### src/rtl/iomem_rr_arbiter.sv
// Two-master round-robin arbiter sharing one iomem slave; registers the slave request.
// Optional slave timeout enabled by defining IOMEM_ARB_TIMEOUT_EN.
module iomem_rr_arbiter #(
    parameter int unsigned TIMEOUT_CYCLES = 256,
    parameter logic [31:0] TIMEOUT_RDATA  = 32'hDEAD_BEEF
) (
    input  logic        clk,
    input  logic        resetn,
    input  logic        m0_valid,
    output logic        m0_ready,
    input  logic [3:0]  m0_wstrb,
    input  logic [31:0] m0_addr,
    input  logic [31:0] m0_wdata,
    output logic [31:0] m0_rdata,
    input  logic        m1_valid,
    output logic        m1_ready,
    input  logic [3:0]  m1_wstrb,
    input  logic [31:0] m1_addr,
    input  logic [31:0] m1_wdata,
    output logic [31:0] m1_rdata,
    output logic        s_valid,
    input  logic        s_ready,
    output logic [3:0]  s_wstrb,
    output logic [31:0] s_addr,
    output logic [31:0] s_wdata,
    input  logic [31:0] s_rdata,
    output logic        grant,
    output logic        timeout_err
);

    typedef enum logic [1:0] {IDLE, REQ, RESP} state_t;

    if (TIMEOUT_CYCLES == 0 || TIMEOUT_CYCLES > 65535) begin : g_bad_cfg
        $error("iomem_rr_arbiter: TIMEOUT_CYCLES out of range 1..65535");
    end

    state_t      state_q, state_d;
    logic        s_valid_q, s_valid_d;
    logic [3:0]  s_wstrb_q, s_wstrb_d;
    logic [31:0] s_addr_q, s_addr_d;
    logic [31:0] s_wdata_q, s_wdata_d;
    logic        m0_ready_q, m0_ready_d;
    logic        m1_ready_q, m1_ready_d;
    logic [31:0] m0_rdata_q, m0_rdata_d;
    logic [31:0] m1_rdata_q, m1_rdata_d;
    logic        grant_q, grant_d;
    // prio_q names the master that wins when both request.
    logic        prio_q, prio_d;
    logic        win;
    logic        done;
    logic [31:0] done_data;

`ifdef IOMEM_ARB_TIMEOUT_EN
    localparam logic [15:0] TO_LAST = 16'(TIMEOUT_CYCLES - 1);
    logic [15:0] cnt_q, cnt_d;
    logic        terr_q, terr_d;
`endif

    always_comb begin
        state_d    = state_q;
        s_valid_d  = s_valid_q;
        s_wstrb_d  = s_wstrb_q;
        s_addr_d   = s_addr_q;
        s_wdata_d  = s_wdata_q;
        m0_ready_d = m0_ready_q;
        m1_ready_d = m1_ready_q;
        m0_rdata_d = m0_rdata_q;
        m1_rdata_d = m1_rdata_q;
        grant_d    = grant_q;
        prio_d     = prio_q;
        win        = 1'b0;
        done       = 1'b0;
        done_data  = s_rdata;
`ifdef IOMEM_ARB_TIMEOUT_EN
        cnt_d      = cnt_q;
        terr_d     = terr_q;
`endif
        case (state_q)
            IDLE: begin
                if (m0_valid || m1_valid) begin
                    win       = (m0_valid && m1_valid) ? prio_q : m1_valid;
                    state_d   = REQ;
                    grant_d   = win;
                    prio_d    = ~win;
                    s_valid_d = 1'b1;
                    s_addr_d  = win ? m1_addr  : m0_addr;
                    s_wdata_d = win ? m1_wdata : m0_wdata;
                    s_wstrb_d = win ? m1_wstrb : m0_wstrb;
`ifdef IOMEM_ARB_TIMEOUT_EN
                    cnt_d     = '0;
`endif
                end
            end
            REQ: begin
                // s_ready takes precedence over a coincident timeout expiry.
                if (s_ready) begin
                    done = 1'b1;
                end
`ifdef IOMEM_ARB_TIMEOUT_EN
                else if (cnt_q == TO_LAST) begin
                    done      = 1'b1;
                    done_data = TIMEOUT_RDATA;
                    terr_d    = 1'b1;
                end else begin
                    cnt_d = cnt_q + 16'd1;
                end
`endif
                if (done) begin
                    s_valid_d = 1'b0;
                    state_d   = RESP;
                    if (grant_q) begin
                        m1_ready_d = 1'b1;
                        m1_rdata_d = done_data;
                    end else begin
                        m0_ready_d = 1'b1;
                        m0_rdata_d = done_data;
                    end
                end
            end
            RESP: begin
                m0_ready_d = 1'b0;
                m1_ready_d = 1'b0;
                state_d    = IDLE;
            end
            default: state_d = IDLE;
        endcase
    end

    always_ff @(posedge clk or negedge resetn) begin
        if (!resetn) begin
            state_q    <= IDLE;
            s_valid_q  <= 1'b0;
            s_wstrb_q  <= '0;
            s_addr_q   <= '0;
            s_wdata_q  <= '0;
            m0_ready_q <= 1'b0;
            m1_ready_q <= 1'b0;
            m0_rdata_q <= '0;
            m1_rdata_q <= '0;
            grant_q    <= 1'b0;
            prio_q     <= 1'b0;
`ifdef IOMEM_ARB_TIMEOUT_EN
            cnt_q      <= '0;
            terr_q     <= 1'b0;
`endif
        end else begin
            state_q    <= state_d;
            s_valid_q  <= s_valid_d;
            s_wstrb_q  <= s_wstrb_d;
            s_addr_q   <= s_addr_d;
            s_wdata_q  <= s_wdata_d;
            m0_ready_q <= m0_ready_d;
            m1_ready_q <= m1_ready_d;
            m0_rdata_q <= m0_rdata_d;
            m1_rdata_q <= m1_rdata_d;
            grant_q    <= grant_d;
            prio_q     <= prio_d;
`ifdef IOMEM_ARB_TIMEOUT_EN
            cnt_q      <= cnt_d;
            terr_q     <= terr_d;
`endif
        end
    end

    assign s_valid  = s_valid_q;
    assign s_wstrb  = s_wstrb_q;
    assign s_addr   = s_addr_q;
    assign s_wdata  = s_wdata_q;
    assign m0_ready = m0_ready_q;
    assign m1_ready = m1_ready_q;
    assign m0_rdata = m0_rdata_q;
    assign m1_rdata = m1_rdata_q;
    assign grant    = grant_q;
`ifdef IOMEM_ARB_TIMEOUT_EN
    assign timeout_err = terr_q;
`else
    assign timeout_err = 1'b0;
`endif

endmodule

### config.mk
export PLATFORM = sky130hd
export DESIGN_NAME = iomem_rr_arbiter
export DESIGN_NICKNAME = d
export VERILOG_FILES = /design/src/rtl/iomem_rr_arbiter.sv
export SDC_FILE = /design/constraint.sdc
export NUM_CORES = 1
export LEC_CHECK = 0
export ABC_AREA = 1
export CAP_MARGIN = 20
export CORE_MARGIN = 4
export CORE_UTILIZATION = 38
export CTS_BUF_LIST = sky130_fd_sc_hd__clkbuf_8
export CTS_CLUSTER_SIZE = 28
export DETAILED_ROUTE_END_ITERATION = 7
export HOLD_SLACK_MARGIN = 0.08
export PLACE_DENSITY = 0.78
export SYNTH_ARGS = -nofsm -noshare
export SYNTH_HDL_FRONTEND = slang
export SYNTH_SLANG_ARGS = --single-unit
### constraint.sdc
create_clock -name clk -period 1.2 [get_ports clk]
set_input_delay 0.36 -clock clk [delete_from_list [all_inputs] [get_ports clk]]
set_output_delay 0.36 -clock clk [all_outputs]
set_load 0.02 [all_outputs]
# Word-level counts from Yosys, hierarchy flattened
# Cells that the tools add are included.
# Widths: inputs -> output; s select.
[totals]
regBits = 139
in_bits = 173
elab_cells = 49
[op_classes]
reduce_logical = 12
bitwise_logic = 2
eq_ne = 6
mux = 18
[ops]
columns = ["cell", "count"]
rows = [
  ["$mux 32", 2],
  ["$reduce_and 3->1", 5],
  ["$mux 1", 9],
  ["$ne 2x2->1 const B", 4],
  ["$pmux 1 s2", 3],
  ["$mux 2", 2],
  ["$mux 4", 1],
  ["$pmux 2 s2", 1],
  ["$reduce_and 2->1", 2],
  ["$reduce_bool 2->1", 2],
  ["$eq 2x1->1 const B", 1],
  ["$eq 2x2->1 const B", 1],
  ["$logic_not 2->1", 1],
  ["$not 1->1", 2],
  ["$logic_and 1x1->1", 1],
  ["$logic_or 1x1->1", 1],
]

# Logic depth before layout (Yosys ltp)
[depth]
ltp_word = 4
depth_mapped = 7

# Worst setup path after synthesis
# Ideal clock, no wire load.
[synth_timing]
path_kind = "register to register"
from = "reg grant_q (netlist: grant)"
to = "reg m0_rdata_q[24] (netlist: m0_rdata[24])"
setup_slack_ns = 0.001
path_stages_with_launch = 7
arrival_ns = 1.069
t_required_ns = 1.070
n_path_buf = 2
setup_time_ns = 0.130
synth_period_minus_slack_ns = 1.199
cell_sequence = "dfrtp_1 -> nor2_1 -> nand2_1 -> buf_2 -> buf_2 -> nand2_1 -> o21ai_0"
[synth_via]
elab_chain_cells = 2
[synth_lines]
columns = ["element", "line_no", "source"]
rows = [
  ["from (decl)", "46", "logic grant_q, grant_d;"],
  ["from (signal assigned)", "156", "grant_q <= grant_d;"],
  ["$not 1->1 (no source line)", "--", ""],
  ["$reduce_and 3->1 (no source line)", "--", ""],
  ["to (signal assigned)", "154", "m0_rdata_q <= m0_rdata_d;"],
  ["to (decl)", "44", "logic [31:0] m0_rdata_q, m0_rdata_d;"],
]
# No other way between the ends.
# A chain may end at the register's enable or synchronous reset.

# Final worst setup path
[layout_timing]
from = "reg state_q[0]"
to = "reg m0_rdata_q[20] (netlist: m0_rdata[20])"
[layout_via]
elab_chain_cells = 2
[layout_lines]
columns = ["element", "line_no", "source"]
rows = [
  ["from (decl)", "37", "state_t state_q, state_d;"],
  ["from (signal assigned)", "147", "state_q <= state_d;"],
  ["$eq 2x1->1", "78", "case (state_q)"],
  ["$reduce_and 3->1 (no source line)", "--", ""],
]
# No other way between the ends.

==> out/metrics.cfg <==
[run_status]
status = finished with violations
violations = negative setup slack

[setup_path]
crit_fanout = 12
regToRegSetupSlack_ns = -0.26
cp.arrival_ns = 1.79
path_class = register to register
critPathTopFamily = buffers and inverters
max_stage_delay_ns = 0.37
setup.worst_path.start_class = register
slowest_stage = dfrtp_1
path_buf_inv = 4
worst_setup_path_end_kind = register
crit_chain = inv_2 -> buf_4 -> nor2_4 -> buf_6 -> nand2_8 -> clkbuf_16 -> nand2_1 -> o21ai_1
required_ns = 1.53

[flow_run]
max-cap-violations = 0

[synthesis]
ys_types = 15
ys_ff_latch = 139
postSynthAreaPerCell_sq_um = 7.61
syn_area_sq_mm = 0.00650
yosysSeqAreaShare = 0.535
synthCells = 854
synth_fp_nets = 1027
synth_warnings = 0

[clock_network]
insertion_delay_ns = 0.46
clockBufferDepth = 2
cts_tree = built
clk_pin_slew_worst_paths_ns = 0.09
cts-htree-levels = 4
clock-root-buffer = clkbuf_8
cts_sinks = 139
cts_inserted_buffers = 17

[global_route]
first_global_vias = 6966
grt.overflow.total = 0
antenna_found_initial = 0
grt_max_degree = 50
grt_pass1_wl_mm = 37.3
grt_usage = 0.244

[sta]
whs_ns = 0.360
rsz0062_at_grt = true
tns_ns = -45.77
hold_violations = 0
setup_viol = 274
finalMaxSlewViolations = 0
clock.fmax_ghz = 0.686
setup_slack_ns = -0.258
finalClockSkew_ns = 0.0193
fin_crit_sh = 1.21
period_needed_ns = 1.46

[placed_design]
dp.cells = 1373
dp_hpwl_mm = 15.8
place_area_sq_mm = 0.0101
post-place-ws_ns = -0.516
portBuffers = 308
gp_congestion = 0.901

[finish]
design_area_sq_mm = 0.0129
mostFrequentLayoutCells = 171 x inv_1, 170 x clkdlybuf4s50_1, 168 x nand2_1, 146 x buf_6, 139 x dfrtp_1
nets = 1479
drive_gt1_frac = 0.383
final_core_util = 0.774
diodes = 0
final_common_cell = inv_1
finalNonFillerCells = 1539
area_growth_pct = 98.7
fillers = 1004

[detailed_routing]
antenna_left = 0
wire_per_inst_um = 19.2
via_per_inst = 4.95
wl_mm = 29.6
firstDrtPassIters = 5
drt_iter0_markers = 427
post-route-drc-count = 0
vias = 7615

[power_and_ir_drop]
powerDensity_mw_per_mm2 = 2670
p_leak_nw = 6.85
totalPowerFinal_mw = 34.5
ir_drop_mv = 1.50

[floorplanning]
coreArea_sq_mm = 0.0167
die_h_um = 139
dieArea_sq_mm = 0.0193
die_w_um = 139
start_util = 0.389
rows = 47
ios = 310

[worst_hold_path]
hp-class = input pin to asynchronous set/reset pin

-- where the power goes --
group	switching [mW]	total, mW	internal [mW]
sequential	2.08	9.03	6.95
combinational	10.3	21.2	10.9
clock	1.99	4.23	2.24
total	14.3	34.5	20.1
-- what timing repair did --
action	CTS	global route
setup endpoints to repair	272	274
pin swaps	8	20
gates cloned	13	14
resized for setup	853	224
hold buffers	1	0
setup buffers	51	62
hold endpoints to repair	139	0
-- worst reg2reg max path, delay by kind of cell (launching register included) --
kind,cells,cell delay (ns)
simple gates,3,0.33
buf+inv,4,0.54
flops,1,0.37
compound gates,1,0.09
-- metal layers --
| layer | track usage | share of wire |
|---|---|---|
| met5 | 0 | 0 |
| met4 | 0.0973 | 0.048 |
| met3 | 0.0710 | 0.090 |
| met2 | 0.430 | 0.52 |
| met1 | 0.279 | 0.35 |
-- layout make-up --
cell class	count	area (sq um)	area share
Timing Repair Buffer	483	5240	0.406
Sequential cell	139	3480	0.269
Multi-Input combinational cell	490	2810	0.218
Inverter	174	666	0.0515
Clock buffer	20	275	0.0213
Tap cell	220	275	0.0213
Clock inverter	12	159	0.0123
Timing Repair inverter	1	11.3	0.000872
-- Yosys cell counts, drive strengths merged --
cell type	number	area, sq um
inv	174	653
nand3	137	686
o21ai	70	350
dfrtp	139	3480
clkbuf	10	37.5
conb	1	3.75
buf	41	220
nand2	277	1040
nor2	5	31.3
-- cells by family (layout without fill, tap and decap cells) --
| kind of cell | count (synthesis) | count (layout) | share of synthesized area |
|---|---|---|---|
| AND/OR/NAND/NOR | 419 | 419 | 0.270 |
| buffers and inverters | 225 | 690 | 0.140 |
| flip-flops | 139 | 139 | 0.535 |
| AO/OA/AOI/OAI | 70 | 70 | 0.0539 |
| other | 1 | 1 | 0.000577 |
-- sequential cells by signal (all words and copies together) (netlist names) --
register,cells
s_wdata,32
prio_q,1
m0_rdata,32
state_q,2
m0_ready,1
m1_ready,1
s_wstrb,4
grant,1
m1_rdata,32
s_addr,32
s_valid,1
-- worst paths after layout --
kind	start	to	cells past startpoint
worst min-delay path	resetn	m0_rdata[1]	2
min in group clk	m1_valid	s_wdata[15]	5
max in group asynchronous	resetn	m1_rdata[10]	3
worst min register to register	s_addr[3]	s_addr[3]	2
worst max-delay path	state_q[0]	m0_rdata[20]	8
worst max register to register	state_q[0]	m0_rdata[20]	8
(Power assumes the default switching activity.)
